--- src/rtl/bin2bcd_seq_pkg.sv ---
// Shared constants and state encoding for the sequential binary-to-BCD converter.
// The optional BIN2BCD_SATURATE_EN build clamps inputs above MAX_DECIMAL.
package bin2bcd_seq_pkg;

  typedef enum logic [1:0] {
    ST_IDLE  = 2'd0,
    ST_SHIFT = 2'd1,
    ST_DONE  = 2'd2
  } state_e;

  localparam int BCD_DIGIT_W = 4;
  localparam int NUM_DIGITS  = 4;
  localparam int SCRATCH_W   = BCD_DIGIT_W * NUM_DIGITS;
  localparam int MAX_DECIMAL = 9999;
  localparam int CNT_W       = 4;

endpackage

--- src/rtl/bin2bcd_seq_if.sv ---
// Start/busy/done handshake plus held BCD digits for the seven-segment driver.
// master = the port logic requesting conversions, slave = the converter.
interface bin2bcd_seq_if #(
  parameter int BIN_WIDTH = 14
);

  logic                 start;
  logic [BIN_WIDTH-1:0] bin_in;
  logic                 busy;
  logic                 done;
  logic [3:0]           digit0;
  logic [3:0]           digit1;
  logic [3:0]           digit2;
  logic [3:0]           digit3;
  logic                 overflow;

  modport master (
    output start, bin_in,
    input  busy, done, digit0, digit1, digit2, digit3, overflow
  );

  modport slave (
    input  start, bin_in,
    output busy, done, digit0, digit1, digit2, digit3, overflow
  );

endinterface

--- src/rtl/bin2bcd_seq_add3.sv ---
// Double-dabble digit corrector: a BCD digit of 5 or more gets 3 added before the shift.
module bcd_add3
  import bin2bcd_seq_pkg::*;
(
  input  logic [BCD_DIGIT_W-1:0] din,
  output logic [BCD_DIGIT_W-1:0] dout
);

  always_comb begin
    dout = din;
    if (din >= 4'd5) dout = din + 4'd3;
  end

endmodule

--- src/rtl/bin2bcd_seq.sv ---
// Sequential shift-add-3 binary-to-BCD converter, one input bit per clock.
// Define BIN2BCD_SATURATE_EN to clamp inputs above 9999 and report overflow.
module bin2bcd_seq
  import bin2bcd_seq_pkg::*;
#(
  parameter int BIN_WIDTH = 14
) (
  input  logic          clk,
  input  logic          reset,
  bin2bcd_seq_if.slave  bus
);

  state_e               state_q, state_d;
  logic [CNT_W-1:0]     cnt_q, cnt_d;
  logic [BIN_WIDTH-1:0] bin_q, bin_d;
  logic [SCRATCH_W-1:0] scr_q, scr_d, scr_adj;
  logic [SCRATCH_W-1:0] dig_q, dig_d;
  logic                 busy_q, busy_d;
  logic                 done_q, done_d;
  logic [BIN_WIDTH-1:0] load_val;

  for (genvar i = 0; i < NUM_DIGITS; i++) begin : g_add3
    bcd_add3 u_add3 (
      .din  (scr_q[i*BCD_DIGIT_W +: BCD_DIGIT_W]),
      .dout (scr_adj[i*BCD_DIGIT_W +: BCD_DIGIT_W])
    );
  end

`ifdef BIN2BCD_SATURATE_EN
  logic load_clamp;
  logic ovf_pend_q, ovf_pend_d;
  logic ovf_q, ovf_d;

  always_comb begin
    load_clamp = (32'(bus.bin_in) > 32'(MAX_DECIMAL));
    load_val   = load_clamp ? BIN_WIDTH'(MAX_DECIMAL) : bus.bin_in;
  end
`else
  always_comb load_val = bus.bin_in;
`endif

  always_comb begin
    state_d = state_q;
    cnt_d   = cnt_q;
    bin_d   = bin_q;
    scr_d   = scr_q;
    dig_d   = dig_q;
    done_d  = 1'b0;
`ifdef BIN2BCD_SATURATE_EN
    ovf_pend_d = ovf_pend_q;
    ovf_d      = ovf_q;
`endif
    case (state_q)
      ST_IDLE: begin
        if (bus.start) begin
          state_d = ST_SHIFT;
          bin_d   = load_val;
          scr_d   = '0;
          cnt_d   = CNT_W'(BIN_WIDTH);
`ifdef BIN2BCD_SATURATE_EN
          ovf_pend_d = load_clamp;
`endif
        end
      end
      ST_SHIFT: begin
        // The bit shifted out of digit3 is the 10000s carry and is dropped.
        {scr_d, bin_d} = {scr_adj[SCRATCH_W-2:0], bin_q, 1'b0};
        cnt_d = cnt_q - 1'b1;
        if (cnt_q == CNT_W'(1)) state_d = ST_DONE;
      end
      ST_DONE: begin
        state_d = ST_IDLE;
        dig_d   = scr_q;
        done_d  = 1'b1;
`ifdef BIN2BCD_SATURATE_EN
        ovf_d = ovf_pend_q;
`endif
      end
      default: state_d = ST_IDLE;
    endcase
    busy_d = (state_d != ST_IDLE);
  end

  always_ff @(posedge clk) begin
    if (reset) begin
      state_q <= ST_IDLE;
      cnt_q   <= '0;
      bin_q   <= '0;
      scr_q   <= '0;
      dig_q   <= '0;
      busy_q  <= 1'b0;
      done_q  <= 1'b0;
`ifdef BIN2BCD_SATURATE_EN
      ovf_pend_q <= 1'b0;
      ovf_q      <= 1'b0;
`endif
    end else begin
      state_q <= state_d;
      cnt_q   <= cnt_d;
      bin_q   <= bin_d;
      scr_q   <= scr_d;
      dig_q   <= dig_d;
      busy_q  <= busy_d;
      done_q  <= done_d;
`ifdef BIN2BCD_SATURATE_EN
      ovf_pend_q <= ovf_pend_d;
      ovf_q      <= ovf_d;
`endif
    end
  end

  assign bus.busy   = busy_q;
  assign bus.done   = done_q;
  assign bus.digit0 = dig_q[3:0];
  assign bus.digit1 = dig_q[7:4];
  assign bus.digit2 = dig_q[11:8];
  assign bus.digit3 = dig_q[15:12];
`ifdef BIN2BCD_SATURATE_EN
  assign bus.overflow = ovf_q;
`else
  assign bus.overflow = 1'b0;
`endif

endmodule
--- src/flat_wrapper.sv ---
// flat-port wrapper written by rule: the top's interface ports become plain ports
module bin2bcd_seq_flat import bin2bcd_seq_pkg::*;
#(
  parameter int BIN_WIDTH = 14
)
  (clk, reset, bus_start, bus_bin_in, bus_busy, bus_done, bus_digit0, bus_digit1, bus_digit2, bus_digit3, bus_overflow);
  bin2bcd_seq_if #(.BIN_WIDTH(BIN_WIDTH)) bus_i ();
  input  logic clk;
  input  logic reset;
  input wire logic [$bits(bus_i.start)-1:0] bus_start;
  input wire logic [$bits(bus_i.bin_in)-1:0] bus_bin_in;
  output wire logic [$bits(bus_i.busy)-1:0] bus_busy;
  output wire logic [$bits(bus_i.done)-1:0] bus_done;
  output wire logic [$bits(bus_i.digit0)-1:0] bus_digit0;
  output wire logic [$bits(bus_i.digit1)-1:0] bus_digit1;
  output wire logic [$bits(bus_i.digit2)-1:0] bus_digit2;
  output wire logic [$bits(bus_i.digit3)-1:0] bus_digit3;
  output wire logic [$bits(bus_i.overflow)-1:0] bus_overflow;
  assign bus_i.start = bus_start;
  assign bus_i.bin_in = bus_bin_in;
  assign bus_busy = bus_i.busy;
  assign bus_done = bus_i.done;
  assign bus_digit0 = bus_i.digit0;
  assign bus_digit1 = bus_i.digit1;
  assign bus_digit2 = bus_i.digit2;
  assign bus_digit3 = bus_i.digit3;
  assign bus_overflow = bus_i.overflow;
  bin2bcd_seq #(.BIN_WIDTH(BIN_WIDTH)) u_core (.clk(clk), .reset(reset), .bus(bus_i));
endmodule
--- config.mk ---
export PLATFORM = sky130hd
export DESIGN_NAME = bin2bcd_seq_flat
export DESIGN_NICKNAME = d
export VERILOG_FILES = /design/src/rtl/bin2bcd_seq_pkg.sv /design/src/rtl/bin2bcd_seq_if.sv /design/src/rtl/bin2bcd_seq_add3.sv /design/src/rtl/bin2bcd_seq.sv /design/src/flat_wrapper.sv
export SDC_FILE = /design/constraint.sdc
export NUM_CORES = 1
export LEC_CHECK = 0
export ABC_AREA = 1
export BUFFER_PORTS_ARGS = -buffer_cell sky130_fd_sc_hd__clkbuf_2
export CORE_ASPECT_RATIO = 0.75
export CORE_MARGIN = 2
export CORE_UTILIZATION = 33
export DETAILED_ROUTE_END_ITERATION = 6
export SETUP_SLACK_MARGIN = 0.5
export SLEW_MARGIN = 10
export SYNTH_ARGS = -nofsm -noshare
export SYNTH_HDL_FRONTEND = slang
export SYNTH_SLANG_ARGS = --single-unit
--- constraint.sdc ---
create_clock -name clk -period 1.8 [get_ports clk]
set_clock_uncertainty 0.2 [all_clocks]
set_input_delay 0.09 -clock clk [delete_from_list [all_inputs] [get_ports clk]]
set_output_delay 0.09 -clock clk [all_outputs]
set_load 0.02 [all_outputs]
Word-level counts from Yosys, hierarchy flattened
Index checks and enable logic that the tools add are counted.
{"block": "totals", "ff_bits": 54, "rom_bits": 0, "output_inout_bits": 19, "mem_count": 0, "ramBits": 0, "latchBits": 0}
{"block": "classes", "shift": 0, "order_cmp": 4, "reduce_logical": 4, "mux": 14, "mul": 0, "bitwise_logic": 0, "div": 0, "n_addsub": 5, "n_eq_ne": 4}
{"cell": "one-hot mux 16 bit (2 select lines)", "count": 1}
{"cell": "one-hot mux 14 bit (2 select lines)", "count": 1}
{"cell": ">= comparator 4 x 3 -> 1 bit, second input constant", "count": 4}
{"cell": "2-to-1 mux 16 bit", "count": 1}
{"cell": "2-to-1 mux 4 bit", "count": 4}
{"cell": "2-to-1 mux 14 bit", "count": 1}
{"cell": "adder 4 x 2 -> 4 bit, second input constant", "count": 3}
{"cell": "one-hot mux 4 bit (2 select lines)", "count": 1}
{"cell": "== test 4 x 1 -> 1 bit, second input constant", "count": 1}
{"cell": "2-to-1 mux 2 bit", "count": 2}
{"cell": "one-hot mux 2 bit (2 select lines)", "count": 1}
{"cell": "nonzero test 2 bit", "count": 2}
{"cell": "subtractor 4 x 1 -> 4 bit, second input constant", "count": 1}
{"cell": "adder 3 x 2 -> 3 bit, second input constant", "count": 1}
{"cell": "2-to-1 mux 3 bit", "count": 1}
{"cell": "== test 2 x 1 -> 1 bit, second input constant", "count": 1}
{"cell": "== test 2 bit, second input constant", "count": 1}
{"cell": "zero test 2 bit", "count": 1}
{"cell": "inequality test 2 bit, second input constant", "count": 1}
{"cell": "AND reduction 2 bit", "count": 1}
{"cell": "2-to-1 mux 1 bit", "count": 1}

Depth between registers and ports, before layout
{"block": "logic_depth", "depth_word": 4, "mapped_depth": 9, "depth_no_buf": 9}

Modules after synthesis
From an unflattened synthesis, not the netlist that was laid out.
{"block": "unflattened", "cells_unflattened": 371, "hier_area_um2": 2612.5}
{"mod": "bin2bcd_seq", "seq_area_each_um2": 1081.0, "instances": 1, "area_per_inst_um2": 2072.0, "cells_per_inst": 279}
{"mod": "bcd_add3", "seq_area_each_um2": 0.0, "instances": 4, "area_per_inst_um2": 135.1, "cells_per_inst": 23}

Worst setup path after synthesis
Ideal clock, no wire load.
{"block": "synth_timing", "path_kind": "register -> register", "start": "register u_core.scr_q[0]", "end": "register u_core.scr_q[4]", "arrival_time_ns": 1.115, "setup_slack_ns": 0.420, "stages_incl_launch_ff": 10, "t_required_ns": 1.535, "path_buffers": 0, "path_cell_list": "dfxtp_1 -> inv_1 -> ha_1 -> inv_1 -> nand2_1 -> nand3_1 -> nand2_1 -> nor2_1 -> nor2_1 -> nor2_1"}
{"block": "synth_between", "elab_chain_len": 3}
{"element": "from (decl)", "line": "bin2bcd_seq.sv:16", "text": "logic [SCRATCH_W-1:0] scr_q, scr_d, scr_adj;"}
{"element": "from (signal assigned)", "line": "bin2bcd_seq.sv:101", "text": "scr_q <= scr_d;"}
{"element": "adder 4 x 2 -> 4 bit or >= comparator 4 x 3 -> 1 bit (tied branches)", "line": "bin2bcd_seq_add3.sv:11", "text": "if (din >= 4'd5) dout = din + 4'd3;"}
{"element": "2-to-1 mux 4 bit *", "line": "bin2bcd_seq_add3.sv:11"}
{"element": "one-hot mux 16 bit (2 select lines) *", "line": "bin2bcd_seq.sv:53", "text": "case (state_q)"}
Mark *: on every way between the ends. The rest lies on a longest branch, timed or not.
A chain may end at the register's enable or synchronous reset.

Final worst setup path
{"block": "layout_timing", "start": "register u_core.state_q[0]", "end": "register u_core.cnt_q[2]"}
{"block": "layout_between", "elab_chain_len": 3}
{"element": "from (decl)", "line": "bin2bcd_seq.sv:13", "text": "state_e state_q, state_d;"}
{"element": "from (signal assigned)", "line": "bin2bcd_seq.sv:98", "text": "state_q <= state_d;"}
{"element": "== test 2 x 1 -> 1 bit or zero test 2 bit (tied branches)", "line": "bin2bcd_seq.sv:53"}
{"element": "nonzero test 2 bit (no source line) or inequality test 2 bit (tied branches)"}
{"element": "AND reduction 2 bit (no source line)"}
{"element": "to (signal assigned)", "line": "bin2bcd_seq.sv:99", "text": "cnt_q <= cnt_d;"}
{"element": "to (decl)", "line": "bin2bcd_seq.sv:14", "text": "logic [CNT_W-1:0] cnt_q, cnt_d;"}
Several ways; a longest one is shown, not always the timed one.

==> results.toml <==
[outcome]
outcome = "completed"

[placement]
hpwl_mm = 3.52
port_buffers = 34
place_area_sq_um = 2700
placed_cells = 443
place_congestion = 0.867

[pwr]
leakage_uw = 0.00176
swShare_pct = 26.8
p_int_uw = 1740
finalPower_uw = 2380
p_seq_share_pct = 53.1
ir_worst_vdd_mv = 0.294
switchingPower_uw = 639
combPwrFrac_pct = 17.3
power_density_nw_per_um2 = 618
p_clk_share_pct = 29.6

[routing]
drtIter0Drc = 134
vias = 2504
wl_mm = 7.57
viasPerCell = 4.99
dr.pass1.iters = 4
antenna_left = 0
drt-wirelength-per-cell_um = 15.1
drc = 0

[die]
rows = 26
core_area_sq_um = 6960
dieHeight_um = 78.1
die_w_um = 103
start_util_pct = 34.7
die_area_sq_um = 8040
ios = 36

[worst_setup_path]
cp-startpoint = "u_core.state_q[0]$_SDFF_PP0_"
r2r-end = "u_core.cnt_q[2]$_SDFFE_PP0P_"
start_kind = "flip-flop"
cp_slowest_cell = "dfxtp_4"
endpoint = "u_core.cnt_q[2]$_SDFFE_PP0P_"
r2r_slack_ns = 0.39
worst-path-max-fanout = 5
r2r_start = "u_core.state_q[0]$_SDFF_PP0_"
crit_chain = "inv_6 > nor2_4 > buf_12 > nand2_2 > or2_0 > a21oi_1"
worst_path_largest_cell_delay_ns = 0.39
ff2ff_path_depth = 6
setup.worst_path.class = "reg -> reg"
required_ns = 1.84
worstPathArrival_ns = 1.45
cp-end-kind = "flip-flop"

[clock_tree]
htree_num_levels = 2
root_buffer = "clkbuf_8"
cts.sinks = 54
cts_tree = "built"
clock_latency_ns = 0.31
cts_buffer_depth = 2
path_clk_slew_ns = 0.09
cts_made_buffers = 5

[global_routing]
grt_pass1_vias = 2167
grt_pass1_wl_mm = 10.3
grtUsageTotal_pct = 16.3
antenna_found_initial = 0
grt_start_max_net_pins = 33
grt-ovfl-total = 0

[yosys]
postSynthCellCount = 322
synthesis.area_sq_um = 2420
yosys.cell_types.count = 25
synth.area.top_cells = "dfxtp_1 (45%), nand2_1 (12%), a21oi_1 (8.1%), ha_1 (5.2%), o21ai_0 (5.2%)"
syn_nets = 349
yosys.area.top_type = "dfxtp_1"
ys_ff_latch = 54
ys.warnings.count = 0
synth_top_area_share_pct = 44.7
synth.avg_cell_area_sq_um = 7.51
yosysSeqAreaShare_pct = 44.7

[final_layout]
antennaDiodeCount = 0
fin_area_sq_um = 3860
area_growth_pct = 59.4
final_util_pct = 55.4
nets = 430
layout_common_cells = "nand2_1 (52), dfxtp_1 (43), a21oi_1 (39), clkbuf_2 (34), buf_4 (24)"
drive_above_1_share_pct = 45.5
mostFrequentLayoutCell = "nand2_1"
multiInputGateArea_sq_um = 1530
final_cells = 502
fillCellCount = 605
register_area_sq_um = 1110

[hold_path]
min_from = "bus_start"
min_path_type = "in -> reg"

[sta]
fmax_mhz = 707
hold_viol_final = 0
setup_viol = 0
rsz0062_at_grt = "yes"
tns_ns = 0
drv_slew = 0
fin_crit_ns = 1.41
fin_crit_sh_pct = 78.6

[flow_run]
maxCapViolCount = 0
==> Yosys cell counts <==
master    count
a211oi_1      1
a21oi_1      39
a22oi_1       7
a31oi_1       2
buf_2         3
buf_4         3
buf_6         4
clkbuf_1      6
clkbuf_2      1
conb_1        1
dfxtp_1      54
ha_1         10
inv_1        28
inv_2         2
nand2_1      77
nand2_2       2
nand3_1      22
nand4_1       8
nor2_1       19
nor2_4        2
nor3_1        2
nor4_1        1
o211ai_1      2
o21ai_0      25
or2_0         1
==> power by group through the flow <==
stage               Combinational (uW)  Sequential [uW]  Clock [uW]
floorplan                          150             1290           0
global placement                   213             1290           0
detailed placement                 215             1290           0
CTS                                310             1260         728
global route                       441             1270         775
finish                             411             1260         706
==> final cells by class <==
cell class                      instances  share of cell area [%]
Multi-Input combinational cell        221                    39.6
Sequential cell                        54                    28.8
Timing Repair Buffer                   91                    22.2
Inverter                               30                    3.96
Tap cell                               98                    3.18
Clock buffer                            7                    2.24
Clock inverter                          1                   0.130
==> kinds of logic after synthesis <==
| family | after synthesis | share of synthesized area, % |
|---|---|---|
| buffers and inverters | 47 | 9.21 |
| AO/OA/AOI/OAI | 76 | 16.9 |
| AND/OR/NAND/NOR | 134 | 23.9 |
| flip-flops | 54 | 44.7 |
| adder cells (fa/ha/maj) | 10 | 5.17 |
| other | 1 | 0.155 |
==> stage by stage <==
step / hold WS, ns / worst slack, ns
global route: 0.0828 / 0.328
global placement: 0.133 / 0.335
CTS: 0.0646 / 0.457
detailed placement: 0.143 / 0.290
floorplan: 0.0374 / 0.497
finish: 0.0852 / 0.386
==> registers in the layout, summed over array words and instances (netlist names) <==
register and flops:
u_core.state_q 2, u_core.cnt_q 4, u_core.dig_q 16, u_core.scr_q 16, u_core.bus.done 1, u_core.bus.busy 1, u_core.bin_q 14
==> worst max-delay path, delay by kind of cell (launching register included) <==
| family | cells | cell delay (ns) |
|---|---|---|
| compound gates | 1 | 0.12 |
| flops | 1 | 0.39 |
| simple gates | 3 | 0.43 |
| buf+inv | 2 | 0.21 |
==> routing by layer <==
layer / GRT usage (%) / vias up / part of all wire, %
met3: 4.36 / 13 / 5.1
met1: 21.9 / 1195 / 45
met5: 0 / - / 0
li1: - / 1237 / -
met4: 4.47 / 0 / 1.3
met2: 25.9 / 59 / 49
==> how the worst min path moves through the flow <==
| stage | to | depth (start not counted) | slack, ns |
|---|---|---|---|
| after floorplan | u_core.bin_q[0]$_SDFFE_PP0P_ | 2 | 0.04 |
| after global placement | u_core.bin_q[0]$_SDFFE_PP0P_ | 3 | 0.13 |
| after detailed placement | u_core.bin_q[0]$_SDFFE_PP0P_ | 3 | 0.14 |
| after CTS | u_core.bus.busy$_SDFF_PP0_ | 3 | 0.06 |
| after global routing | u_core.cnt_q[0]$_SDFFE_PP0P_ | 5 | 0.08 |
| final | u_core.cnt_q[0]$_SDFFE_PP0P_ | 5 | 0.09 |
==> what timing repair did <==
item | 4_1_cts | 5_1_grt
hold buffers | 14 | 0
resized for setup | 65 | 97
buffers inserted | 22 | 8
hold endpoints to repair | 14 | 0
pin swaps | 17 | 33
gates cloned | 1 | 6
setup endpoints to repair | 51 | 49
(Power assumes the default switching activity.)
